$ cat src/rtl/cp0_param.sv
// cp0_param: parametrised coprocessor 0 for the pipelined MIPS CPU (sits beside M stage).
// Holds SR(12), Cause(13), EPC(14) and PRId(15), and arbitrates interrupts against
// exceptions. Req is raised combinationally so the pipe can flush in the same cycle.
//
// Optional feature: define CP0_TIMER_EN to build the Count(9)/Compare(11) timer.
// Without it, regs 9/11 read 0 and ignore writes, and Cause.TI reads 0.
//
// Parameters
//   NUM_HWINT  number of external interrupt lines (1..6), mapped to IP[10+i]
//   PRID       read-only value of PRId
// Ports
//   clk, reset   clock / asynchronous active-high reset
//   WE, CP0Addr, CP0In   mtc0 write port (CP0Addr also selects the mfc0 read)
//   CP0Out       mfc0 read data (combinational)
//   VPC, BDIn    PC of victim instruction and its delay-slot flag
//   ExcCodeIn    exception code from pipe, 0 = none
//   HWInt        level-sensitive external interrupt lines
//   EXLClr       eret: clear SR.EXL
//   EPCOut       EPC for eret
//   Req          take exception/interrupt this cycle (combinational)
module cp0_param #(
  parameter int unsigned NUM_HWINT = 6,
  parameter logic [31:0] PRID      = 32'h0000_7A01
) (
  input  logic                 clk,
  input  logic                 reset,
  input  logic                 WE,
  input  logic [4:0]           CP0Addr,
  input  logic [31:0]          CP0In,
  output logic [31:0]          CP0Out,
  input  logic [31:0]          VPC,
  input  logic                 BDIn,
  input  logic [4:0]           ExcCodeIn,
  input  logic [NUM_HWINT-1:0] HWInt,
  input  logic                 EXLClr,
  output logic [31:0]          EPCOut,
  output logic                 Req
);

  // Implemented hardware IM/IP bits; IM[9:8] (software) are always writable.
  localparam logic [5:0] HW_MASK  = 6'((32'd1 << NUM_HWINT) - 32'd1);
  localparam logic [7:0] IM_WMASK = {HW_MASK, 2'b11};

  localparam logic [4:0] A_COUNT   = 5'd9;
  localparam logic [4:0] A_COMPARE = 5'd11;
  localparam logic [4:0] A_SR      = 5'd12;
  localparam logic [4:0] A_CAUSE   = 5'd13;
  localparam logic [4:0] A_EPC     = 5'd14;
  localparam logic [4:0] A_PRID    = 5'd15;

  function automatic logic [31:0] word_align(input logic [31:0] a);
    return a & 32'hFFFF_FFFC;
  endfunction

  // SR fields
  logic [7:0]  im_q, im_d;
  logic        exl_q, exl_d;
  logic        ie_q, ie_d;
  // Cause fields
  logic        bd_q, bd_d;
  logic [4:0]  exc_q, exc_d;
  logic [5:0]  hwip_q, hwip_d;
  logic [1:0]  swip_q, swip_d;
  // EPC
  logic [31:0] epc_q, epc_d;

  logic        ti;
  logic [5:0]  hw6;
  logic [7:0]  pend;
  logic        int_req;
  logic        exc_req;
  logic        wr;

  // Arbitration: live HWInt (not the registered IP copy) so Req has zero latency.
  always_comb begin
    hw6     = 6'(HWInt);
    pend    = {hw6, swip_q};
    pend[7] = hw6[5] | ti;
    int_req = (|(pend & im_q)) & ~exl_q & ie_q;
    exc_req = (ExcCodeIn != 5'd0) & ~exl_q;
    Req     = int_req | exc_req;
    // A taken exception/interrupt drops any concurrent mtc0.
    wr      = WE & ~Req;
  end

  always_comb begin
    im_d   = im_q;
    exl_d  = exl_q;
    ie_d   = ie_q;
    bd_d   = bd_q;
    exc_d  = exc_q;
    hwip_d = hw6;
    swip_d = swip_q;
    epc_d  = epc_q;
    if (Req) begin
      // EXL stays set even if eret arrives in the same cycle.
      exl_d = 1'b1;
      bd_d  = BDIn;
      exc_d = int_req ? 5'd0 : ExcCodeIn;
      epc_d = word_align(BDIn ? (VPC - 32'd4) : VPC);
    end else begin
      if (wr && CP0Addr == A_SR) begin
        im_d  = CP0In[15:8] & IM_WMASK;
        exl_d = CP0In[1];
        ie_d  = CP0In[0];
      end
      // eret wins over the EXL bit of a concurrent SR write.
      if (EXLClr) begin
        exl_d = 1'b0;
      end
      if (wr && CP0Addr == A_CAUSE) begin
        swip_d = CP0In[9:8];
      end
      if (wr && CP0Addr == A_EPC) begin
        epc_d = word_align(CP0In);
      end
    end
  end

  always_ff @(posedge clk or posedge reset) begin
    if (reset) begin
      im_q   <= 8'h00;
      exl_q  <= 1'b0;
      ie_q   <= 1'b0;
      bd_q   <= 1'b0;
      exc_q  <= 5'd0;
      hwip_q <= 6'd0;
      swip_q <= 2'd0;
      epc_q  <= 32'h0;
    end else begin
      im_q   <= im_d;
      exl_q  <= exl_d;
      ie_q   <= ie_d;
      bd_q   <= bd_d;
      exc_q  <= exc_d;
      hwip_q <= hwip_d;
      swip_q <= swip_d;
      epc_q  <= epc_d;
    end
  end

`ifdef CP0_TIMER_EN
  logic [31:0] count_q, count_d;
  logic [31:0] compare_q, compare_d;
  logic        ti_q, ti_d;

  assign ti = ti_q;

  always_comb begin
    count_d   = count_q + 32'd1;
    compare_d = compare_q;
    // TI is sticky; only a Compare write clears it, and that write also masks
    // a match in the same cycle.
    ti_d      = ti_q | (count_q == compare_q);
    if (wr && CP0Addr == A_COUNT) begin
      count_d = CP0In;
    end
    if (wr && CP0Addr == A_COMPARE) begin
      compare_d = CP0In;
      ti_d      = 1'b0;
    end
  end

  always_ff @(posedge clk or posedge reset) begin
    if (reset) begin
      count_q   <= 32'h0;
      compare_q <= 32'h0;
      ti_q      <= 1'b0;
    end else begin
      count_q   <= count_d;
      compare_q <= compare_d;
      ti_q      <= ti_d;
    end
  end
`else
  assign ti = 1'b0;
`endif

  always_comb begin
    case (CP0Addr)
      A_SR:      CP0Out = {16'h0, im_q, 6'h0, exl_q, ie_q};
      A_CAUSE:   CP0Out = {bd_q, ti, 14'h0, hwip_q, swip_q, 1'b0, exc_q, 2'b00};
      A_EPC:     CP0Out = epc_q;
      A_PRID:    CP0Out = PRID;
`ifdef CP0_TIMER_EN
      A_COUNT:   CP0Out = count_q;
      A_COMPARE: CP0Out = compare_q;
`endif
      default:   CP0Out = 32'h0;
    endcase
  end

  assign EPCOut = epc_q;

endmodule
$ cat config.mk
export PLATFORM = sky130hd
export DESIGN_NAME = cp0_param
export DESIGN_NICKNAME = d
export VERILOG_FILES = /design/src/rtl/cp0_param.sv
export SDC_FILE = /design/constraint.sdc
export NUM_CORES = 1
export LEC_CHECK = 0
export BUFFER_PORTS_ARGS = -buffer_cell sky130_fd_sc_hd__clkbuf_2
export CAP_MARGIN = 0
export CORE_MARGIN = 3
export CORE_UTILIZATION = 44
export CTS_CLUSTER_DIAMETER = 80
export DETAILED_ROUTE_END_ITERATION = 12
export GPL_TIMING_DRIVEN = 0
export PLACE_DENSITY = 0.77
export SKIP_CTS_REPAIR_TIMING = 1
export SLEW_MARGIN = 20
export SYNTH_ARGS = -nofsm -noshare
export SYNTH_HDL_FRONTEND = slang
export SYNTH_SLANG_ARGS = --single-unit
$ cat constraint.sdc
create_clock -name clk -period 1.9 [get_ports clk]
set_input_delay 0.285 -clock clk [delete_from_list [all_inputs] [get_ports clk]]
set_output_delay 0.285 -clock clk [all_outputs]
set_load 0.005 [all_outputs]
==> results.cfg, run 1 <==
[sta]
final_count_of_pins_violating_max_slew = 0
finalWorstSetupSlack_ns = -0.118
rsz0062_at_grt = yes
worst_hold_slack_ns = 0.0492
final-hold-violation-count = 0
fmaxAchievable_ghz = 0.496
tightest_pin_transition_ns = 0.969
tns_ns = -0.118
fin_crit_ns = 2.02
layout_worst_path_cycle_share = 1.06
relSlewSlack = 0.354
clock-skew-final_ns = 0.00629
finalSetupViolations = 1

[floorplan]
num_rows = 32
die_area_mm2 = 0.00927
initial_cell_density_of_the_core = 0.459
floorplan.core_area_mm2 = 0.00781
chipWidth_um = 96.3
num_io_pins = 150
die_height_um = 96.3

[clock_tree]
cts.clk_slew.worst_paths_ns = 0.10
h-tree-depth = 2
cts_buffers = 5
tritoncts = done
clock_tree.root_cell = sky130_fd_sc_hd__clkbuf_8
worstSkewPairLatency_ns = 0.31
clock_sink_count = 54
cts.path.max_buffers = 2

[cells_and_area]
design.final.nets = 607
stdcell_count = 624
mostFrequentLayoutCell = sky130_fd_sc_hd__clkbuf_2
final_layout_size_suffix_gt1_frac = 0.467
n_fill_cell = 657
multi_input_comb_area_mm2 = 0.00229
top_library_cells_by_usage_in_the_layout_fill_and_taps_aside = sky130_fd_sc_hd__clkbuf_2 (148), sky130_fd_sc_hd__dfrtp_1 (54), sky130_fd_sc_hd__mux2i_1 (30)
stdcell_area_mm2 = 0.00494
register_area_mm2 = 0.00135
finish.utilization = 0.633
inserted_diodes = 0
p_r_area_growth_vs_syn_pct = 37.7

[logic_synthesis]
synth_area_leaders = sky130_fd_sc_hd__dfrtp_1 (38%), sky130_fd_sc_hd__mux2i_1 (8.4%), sky130_fd_sc_hd__mux2_2 (5.3%)
synth-compound-area-share = 0.175
avgSynthCellArea_um2 = 10.1
multiplexer_area_fraction_after_synthesis = 0.137
synthCells = 354
mappedNetlistArea_mm2 = 0.00359
post-synth-top-area-fraction = 0.377
synth_ff_type = sky130_fd_sc_hd__dfrtp_1
distinct_cell_type_count_of_the_synthesized_netlist = 54
synth-adder-area-share = 0.00349
synth-edff-count = 0
asyncSetResetFlopFracSynth = 1.00
synth-seq-cells = 54
post_synth_xor_area_fraction = 0.0244
yosysTopAreaCell = sky130_fd_sc_hd__dfrtp_1
synth_simple_gate_area_frac = 0.227
ys_seq_area_frac = 0.377
largest_family_of_logic_cells_by_synthesized_area = simple AND/OR/NAND/NOR gates
ys_warn_count = 0

[critical_path]
reg2reg_setup_slack_ns = 0.02
worstSetupPathType = reg -> out
setup.worst_path.start_class = flop
worstPathArrival_ns = 1.73
worst_setup_path_endpoint = Req
timing.critical_path.required_ns = 1.62
max_fo_critical_path = 5
critPathMostFrequentCell = sky130_fd_sc_hd__buf_6
reg2reg_to = EPCOut[2]
crit_start = im_q[3]
r2r.worst_path.cells = 6
worstPathCellList = a22oi_2, a41oi_4, or2_4, buf_6, buf_6
worstReg2RegStart = im_q[3]
critical_path.max_stage_delay_ns = 0.42
worstSetupEndpointType = output pin
crit_slowest_cell = sky130_fd_sc_hd__dfrtp_1

[placed_design]
i_o_buffers = 145
detailed_place_hpwl_mm = 9.25
placedCellCount = 602
dpl-instance-area_mm2 = 0.00445
gp_routability_congestion = 0.968

[routing]
route.detailed.vias_per_inst = 5.89
post_drt_wl_per_cell_um = 19.1
remaining_drc_errors = 0
drtIter0Drc = 264
detailedRoute.firstPassIterationCount = 5
detailroute.via_count = 3677
drt.antenna.violating_nets = 0
wirelength_mm = 11.9

[power_and_ir_drop]
p_leak_nw = 2.30
vdd_drop_max_mv = 0.455
cellPowerDensity_mw_per_mm2 = 1050

[run_status]
outcome = finished, violations left
failed_checks = negative setup slack

[job]
max-cap-violations = 0

[grt]
grt_antenna_before_repair = 0
via_count_of_the_first_global_routing_pass = 3382
globalRouteTotalUtil = 0.246
pin_count_of_the_biggest_net_entering_global_routing = 55
grt_overflow = 0
grt_first_pass_wirelength_mm = 17.5

[min_path]
min-delay-path-class = in -> async
-- critical path: cells and delay by family (launching register included) --
family          cells  cell delay (ns)
compound gates      2             0.47
buf+inv             2             0.24
flops               1             0.42
simple gates        1             0.30
-- routing by layer --
metal	vias up	wire, um	GRT usage
li1	1712	-	-
met5	-	0	0
met4	0	309	0.0841
met3	23	775	0.0407
met2	181	6040	0.413
met1	1761	4810	0.321
-- power breakdown --
part | total (mW) | switching (mW) | internal [mW] | leakage [nW]
clock network | 0.802 | 0.402 | 0.400 | 0.0587
registers | 2.09 | 0.474 | 1.61 | 0.635
logic | 2.27 | 1.10 | 1.17 | 1.61
total | 5.16 | 1.98 | 3.18 | 2.30
-- area by class of cell --
cell class              count  area share
repair buffers            160       0.174
clock inverters             3     0.00963
plain buffers              27      0.0362
flip-flops and latches     54       0.274
clock buffers               5      0.0139
multi-input cells         270       0.464
well taps                 102      0.0258
inverters                   3     0.00279
-- worst min path at each step --
stage | startpoint | endpoint | slack [ns] | depth (start not counted)
6_report | reset | exl_q | 0.05 | 2
5_1_grt | reset | EPCOut[25] | 0.1 | 2
4_1_cts | reset | EPCOut[13] | 0.08 | 2
3_5_place_dp | reset | EPCOut[25] | 0.42 | 2
3_3_place_gp | HWInt[1] | hwip_q[1] | 0.41 | 1
2_1_floorplan | HWInt[0] | hwip_q[0] | 0.32 | 0
-- synthesized netlist by cell type, drive strengths merged, types with 4 or more instances --
master and number:
a22o 6, o31ai 16, clkbuf 16, a31oi 19, o221a 5, nand2 11
nor3 7, or4 16, dfrtp 54, and2 17, xor2 8, nand3 6
nand4 6, mux2i 30, a22oi 4, or3 5, nor4 4, mux2 17
buf 9, o21ai 6, a21oi 5, nor2 18, and3 20, a2111oi 19
-- metrics by stage --
stage,power [mW],setup WS (ns)
after CTS,4.65,-0.667
after global routing,5.45,-0.141
after floorplan,2.97,0.0749
after global placement,3.79,-0.443
final,5.16,-0.118
after detailed placement,3.86,-0.461
-- registers in the layout (all words and copies together), names as in the netlist --
signal / cells
swip_q: 2
im_q: 8
exc_q: 5
ie_q: 1
EPCOut: 30
exl_q: 1
hwip_q: 6
bd_q: 1
-- kinds of logic (layout without fill, tap and decap cells) --
| logic type | count (synthesis) | count (layout) |
|---|---|---|
| compound gates | 82 | 82 |
| xor+xnor | 10 | 10 |
| fa+ha+maj | 1 | 1 |
| buf+inv | 31 | 198 |
| flops | 54 | 54 |
| mux | 47 | 47 |
| other cells | 1 | 2 |
| simple gates | 128 | 128 |
No activity file was read; power rests on OpenSTA's default activity.
==> run 2: changes to the inputs <==
--- a/config.mk
+++ b/config.mk
@@ -10,7 +10,6 @@
 export CORE_MARGIN = 3
-export CORE_UTILIZATION = 44
-export CTS_CLUSTER_DIAMETER = 80
+export CORE_UTILIZATION = 49
 export DETAILED_ROUTE_END_ITERATION = 12
 export GPL_TIMING_DRIVEN = 0
-export PLACE_DENSITY = 0.77
+export PLACE_DENSITY = 0.81
 export SKIP_CTS_REPAIR_TIMING = 1
==> constraint.sdc (replaced) <==
create_clock -name clk -period 2 [get_ports clk]
set_input_delay 0.3 -clock clk [delete_from_list [all_inputs] [get_ports clk]]
set_output_delay 0.3 -clock clk [all_outputs]
set_load 0.01 [all_outputs]
==> run 2 against run 1 <==
Hold slack lost 0.025 ns. Cell count is 2.6% lower. Sequential power shrank 7%. Clock skew up 0.0048 ns. The run still ends with negative setup slack left. Wire length down 1.6%. Critical path depth up 1. Highest routed layer unchanged.
==> results.cfg, run 2 (synthesized netlist as in run 1, its figures left out) <==
[run_status]
failed_checks = negative setup slack
outcome = finished, violations left

[critical_path]
reg2reg_to = EPCOut[20]
timing.critical_path.required_ns = 2.17
reg2reg_setup_slack_ns = -0.12
crit_start = im_q[5]
r2r.worst_path.cells = 6
max_fo_critical_path = 10
worstPathArrival_ns = 2.29
setup.worst_path.start_class = flop
worst_setup_path_endpoint = EPCOut[20]
worstSetupEndpointType = flop
worstSetupPathType = reg -> reg
worstReg2RegStart = im_q[5]

[floorplan]
die_area_mm2 = 0.00838
die_height_um = 91.5
initial_cell_density_of_the_core = 0.516
floorplan.core_area_mm2 = 0.00694
num_rows = 30
chipWidth_um = 91.5
num_io_pins = 150

[sta]
clock-skew-final_ns = 0.0111
layout_worst_path_cycle_share = 1.06
finalWorstSetupSlack_ns = -0.123
final_count_of_pins_violating_max_slew = 0
rsz0062_at_grt = yes
final-hold-violation-count = 0
tns_ns = -0.537
fmaxAchievable_ghz = 0.471
tightest_pin_transition_ns = 0.809
relSlewSlack = 0.461
finalSetupViolations = 7
fin_crit_ns = 2.12

[cells_and_area]
mostFrequentLayoutCell = sky130_fd_sc_hd__clkbuf_2
inserted_diodes = 0
largest_register_ffs = 30
final_layout_size_suffix_gt1_frac = 0.430
p_r_area_growth_vs_syn_pct = 30.7
top_library_cells_by_usage_in_the_layout_fill_and_taps_aside = sky130_fd_sc_hd__clkbuf_2 (148), sky130_fd_sc_hd__dfrtp_1 (54), sky130_fd_sc_hd__mux2i_1 (30)
design.final.nets = 597

[grt]
pin_count_of_the_biggest_net_entering_global_routing = 30
via_count_of_the_first_global_routing_pass = 3422
grt_antenna_before_repair = 0
globalRouteTotalUtil = 0.271
grt_overflow = 0
grt_first_pass_wirelength_mm = 18.2

[clock_tree]
h-tree-depth = 2
cts.clk_slew.worst_paths_ns = 0.11
cts_buffers = 5
clock_tree.root_cell = sky130_fd_sc_hd__clkbuf_8
worstSkewPairLatency_ns = 0.32
clock_sink_count = 54
tritoncts = done
cts.path.max_buffers = 2

[routing]
detailedRoute.firstPassIterationCount = 6
met3RoutedLength_mm = 1.05
wirelength_mm = 11.7
detailroute.via_count = 3708
remaining_drc_errors = 0
detailroute.wirelength.met2_mm = 5.51
dr.max_layer_used = met4
route.detailed.vias_per_inst = 6.10
drtIter0Drc = 310
post_drt_wl_per_cell_um = 19.3
detail_route.wirelength.met1_mm = 5.08
drt.antenna.violating_nets = 0

[placed_design]
gp_routability_congestion = 0.921
detailed_place_hpwl_mm = 9.17
i_o_buffers = 145

[power_and_ir_drop]
power.total_mw = 4.66
p_leak_nw = 2.23
cellPowerDensity_mw_per_mm2 = 994
vdd_drop_max_mv = 0.524

[job]
max-cap-violations = 0

[min_path]
min-delay-path-class = in -> async
==> run 2: cell count changes in the layout (fill, tap and decap cells not counted), sizes merged <==
cell / delta
buf: -13
bufinv: -1
clkbuf: +4
clkdlybuf4s18: -1
clkdlybuf4s50: +1
dlymetal6s2s: +1
inv: -1
==> run 2: how the worst min path moves through the flow <==
| stage | from | cells past startpoint | to |
|---|---|---|---|
| after floorplan | HWInt[0] | 0 | hwip_q[0] |
| after global placement | HWInt[1] | 1 | hwip_q[1] |
| after detailed placement | reset | 2 | ie_q |
| after CTS | reset | 2 | ie_q |
| after global routing | reset | 2 | hwip_q[1] |
| final | reset | 2 | hwip_q[5] |
==> run 2: worst max-delay path: stages (launching register included) <==
cell	delay, ns
sky130_fd_sc_hd__dfrtp_1	0.43
sky130_fd_sc_hd__a22oi_2	0.25
sky130_fd_sc_hd__a41oi_4	0.16
sky130_fd_sc_hd__buf_4	0.19
sky130_fd_sc_hd__dlymetal6s2s_1	0.26
sky130_fd_sc_hd__a2111oi_1	0.54
sky130_fd_sc_hd__a31oi_1	0.14
==> run 2: final cells by class <==
type | instances | area (um^2)
inverter | 3 | 11.3
fill | 573 | 2260
buffer | 27 | 186
multi-input combinational | 270 | 2120
tap | 96 | 120
clock inverter | 1 | 8.76
clock buffer | 7 | 96.3
sequential | 54 | 1350
timing repair buffer | 150 | 788
==> run 2: power by group <==
part / leakage, nW / internal (mW) / switching (mW) / total, mW
registers: 0.635 / 1.53 / 0.419 / 1.95
logic: 1.54 / 0.914 / 1.09 / 2.00
clock network: 0.0544 / 0.319 / 0.386 / 0.704
total: 2.23 / 2.77 / 1.89 / 4.66
==> run 2: metal layers <==
| layer | track usage | up-vias |
|---|---|---|
| li1 | - | 1699 |
| met1 | 0.391 | 1780 |
| met2 | 0.435 | 213 |
| met3 | 0.0406 | 16 |
| met4 | 0.0465 | 0 |
| met5 | 0 | - |
==> run 2: through the flow <==
step / util / setup slack, ns / std cells / hold WS [ns] / instance area [um^2]
3_5_place_dp: 0.642 / -0.289 / 597 / 0.387 / 4460
6_report: 0.675 / -0.123 / 608 / 0.0239 / 4690
3_3_place_gp: 0.639 / -0.305 / 596 / 0.426 / 4440
4_1_cts: 0.657 / -0.646 / 605 / 0.0478 / 4560
5_1_grt: 0.675 / -0.176 / 608 / 0.0770 / 4690
2_1_floorplan: - / 0.175 / 355 / 0.331 / 3590
==> run 3: changes to the inputs <==
==> constraint.sdc (replaced) <==
create_clock -name clk -period 2.3 [get_ports clk]
set_input_delay 0.23 -clock clk [delete_from_list [all_inputs] [get_ports clk]]
set_output_delay 0.23 -clock clk [all_outputs]
set_load 0.01 [all_outputs]
==> run 3 against run 2 <==
The run ends with negative hold slack left. Clock skew fell by 0.0015 ns. First-iteration DRC count rose by 38%. Critical path depth fell by 1. Non-clock buffer count fell by 4. Wire length fell by 1.5%. Critical endpoint unchanged.
==> results.cfg, run 3 (synthesized netlist as in run 1, its figures left out) <==
[run_status]
outcome = finished, violations left
failed_checks = negative hold slack

[cells_and_area]
stdcell_count = 604
n_fill_cell = 585
mostFrequentLayoutCell = sky130_fd_sc_hd__clkbuf_2
p_r_area_growth_vs_syn_pct = 28.0
design.final.nets = 593
top_library_cells_by_usage_in_the_layout_fill_and_taps_aside = sky130_fd_sc_hd__clkbuf_2 (146), sky130_fd_sc_hd__dfrtp_1 (54), sky130_fd_sc_hd__mux2i_1 (30)
multi_input_comb_area_mm2 = 0.00207
register_area_mm2 = 0.00135
inserted_diodes = 0
largest_register_ffs = 30
final_layout_size_suffix_gt1_frac = 0.406
stdcell_area_mm2 = 0.00459

[placed_design]
i_o_buffers = 145
detailed_place_hpwl_mm = 9.17
gp_routability_congestion = 0.921
placedCellCount = 597
dpl-instance-area_mm2 = 0.00446

[routing]
detailedRoute.firstPassIterationCount = 5
wirelength_mm = 11.6
drtIter0Drc = 427
remaining_drc_errors = 0
drt.antenna.violating_nets = 0
detailroute.via_count = 3680
post_drt_wl_per_cell_um = 19.2
route.detailed.vias_per_inst = 6.09

[clock_tree]
cts.clk_slew.worst_paths_ns = 0.10
clock_tree.root_cell = sky130_fd_sc_hd__clkbuf_8
h-tree-depth = 2
worstSkewPairLatency_ns = 0.31
cts_buffers = 5
tritoncts = done
clock_sink_count = 54
cts.path.max_buffers = 2

[sta]
final-hold-violation-count = 25
finalSetupViolations = 0
worst_hold_slack_ns = -0.0390
tightest_pin_transition_ns = 0.801
clock-skew-final_ns = 0.00959
final_count_of_pins_violating_max_slew = 0
layout_worst_path_cycle_share = 0.977
relSlewSlack = 0.466
fmaxAchievable_ghz = 0.445
rsz0062_at_grt = no
fin_crit_ns = 2.25

[grt]
grt_first_pass_wirelength_mm = 18.2
pin_count_of_the_biggest_net_entering_global_routing = 30
grt_antenna_before_repair = 0
grt_overflow = 0
via_count_of_the_first_global_routing_pass = 3422
globalRouteTotalUtil = 0.271

[critical_path]
cp.buffers_inverters = 1
cp_top_family = compound AO/OA/AOI/OAI gates
crit_slowest_cell = sky130_fd_sc_hd__a2111oi_0
timing.critical_path.required_ns = 2.46
max_fo_critical_path = 10
path_depth = 5
setup.worst_path.start_class = flop
worstSetupEndpointType = flop
critical_path.max_stage_delay_ns = 0.63
worstSetupPathType = reg -> reg
worstPathCellList = a22oi_1, a41oi_4, dlymetal6s2s_1, a2111oi_0, a31oi_1
r2r.worst_path.cells = 5
worstPathArrival_ns = 2.40

[floorplan]
die_height_um = 91.5
die_area_mm2 = 0.00838
floorplan.core_area_mm2 = 0.00694
num_rows = 30
chipWidth_um = 91.5
num_io_pins = 150
initial_cell_density_of_the_core = 0.516

[power_and_ir_drop]
vdd_drop_max_mv = 0.417
cellPowerDensity_mw_per_mm2 = 861
p_leak_nw = 2.18

[job]
max-cap-violations = 0

[min_path]
min-delay-path-class = in -> async
run 3: cell types whose count changed in the layout (fill, tap and decap cells not counted), moves of 2 or more:
cell	change
sky130_fd_sc_hd__a2111oi_0	+10
sky130_fd_sc_hd__a2111oi_1	-7
sky130_fd_sc_hd__a2111oi_2	-3
sky130_fd_sc_hd__buf_4	-3
sky130_fd_sc_hd__clkbuf_1	+3
sky130_fd_sc_hd__clkbuf_2	-2
run 3: per-layer routing:
metal | GRT usage | routed length [um] | up-vias
met2 | 0.435 | 5420 | 238
li1 | - | - | 1684
met4 | 0.0465 | 68 | 0
met5 | 0 | 0 | -
met1 | 0.391 | 4890 | 1750
met3 | 0.0406 | 1190 | 8
run 3: layout make-up:
type,instances,share of cell area
plain buffers,27,0.0395
clock buffers,7,0.0210
clock inverters,1,0.00191
inverters,3,0.00245
multi-input cells,270,0.452
flip-flops and latches,54,0.294
well taps,96,0.0262
repair buffers,146,0.162
run 3: worst reg2reg max path, cell delays in order, from the launching register on:
cell	delay [ns]
sky130_fd_sc_hd__dfrtp_1	0.41
sky130_fd_sc_hd__a22oi_1	0.30
sky130_fd_sc_hd__a41oi_4	0.27
sky130_fd_sc_hd__dlymetal6s2s_1	0.33
sky130_fd_sc_hd__a2111oi_0	0.63
sky130_fd_sc_hd__a31oi_1	0.16
run 3: worst paths after layout:
| path | startpoint | to | slack (ns) |
|---|---|---|---|
| min in group clk | HWInt[0] | hwip_q[0] | 0.04 |
| max reg2reg | swip_q[0] | EPCOut[20] | 0.05 |
| min | reset | hwip_q[5] | -0.04 |
| max | swip_q[0] | EPCOut[20] | 0.05 |
| min reg2reg | exc_q[0] | exc_q[0] | 0.53 |
| max in group asynchronous | reset | EPCOut[28] | 1.76 |
run 3: report_power, final:
part	leakage, nW	internal, mW	switching [mW]
sequential	0.635	1.33	0.351
combinational	1.49	0.743	0.918
clock	0.0544	0.277	0.327
total	2.18	2.35	1.60
run 3: stage by stage:
stage	setup TNS (ns)	utilization	setup slack [ns]	power, mW	hold WS (ns)
after global routing	0	0.661	0.0202	4.16	0.00704
after CTS	-0.276	0.657	-0.276	3.92	-0.0222
after detailed placement	0	0.642	0.0357	3.33	0.317
final	0	0.661	0.0540	3.95	-0.0390
after global placement	0	0.639	0.0653	3.26	0.356
after floorplan	0	-	0.475	2.56	0.261
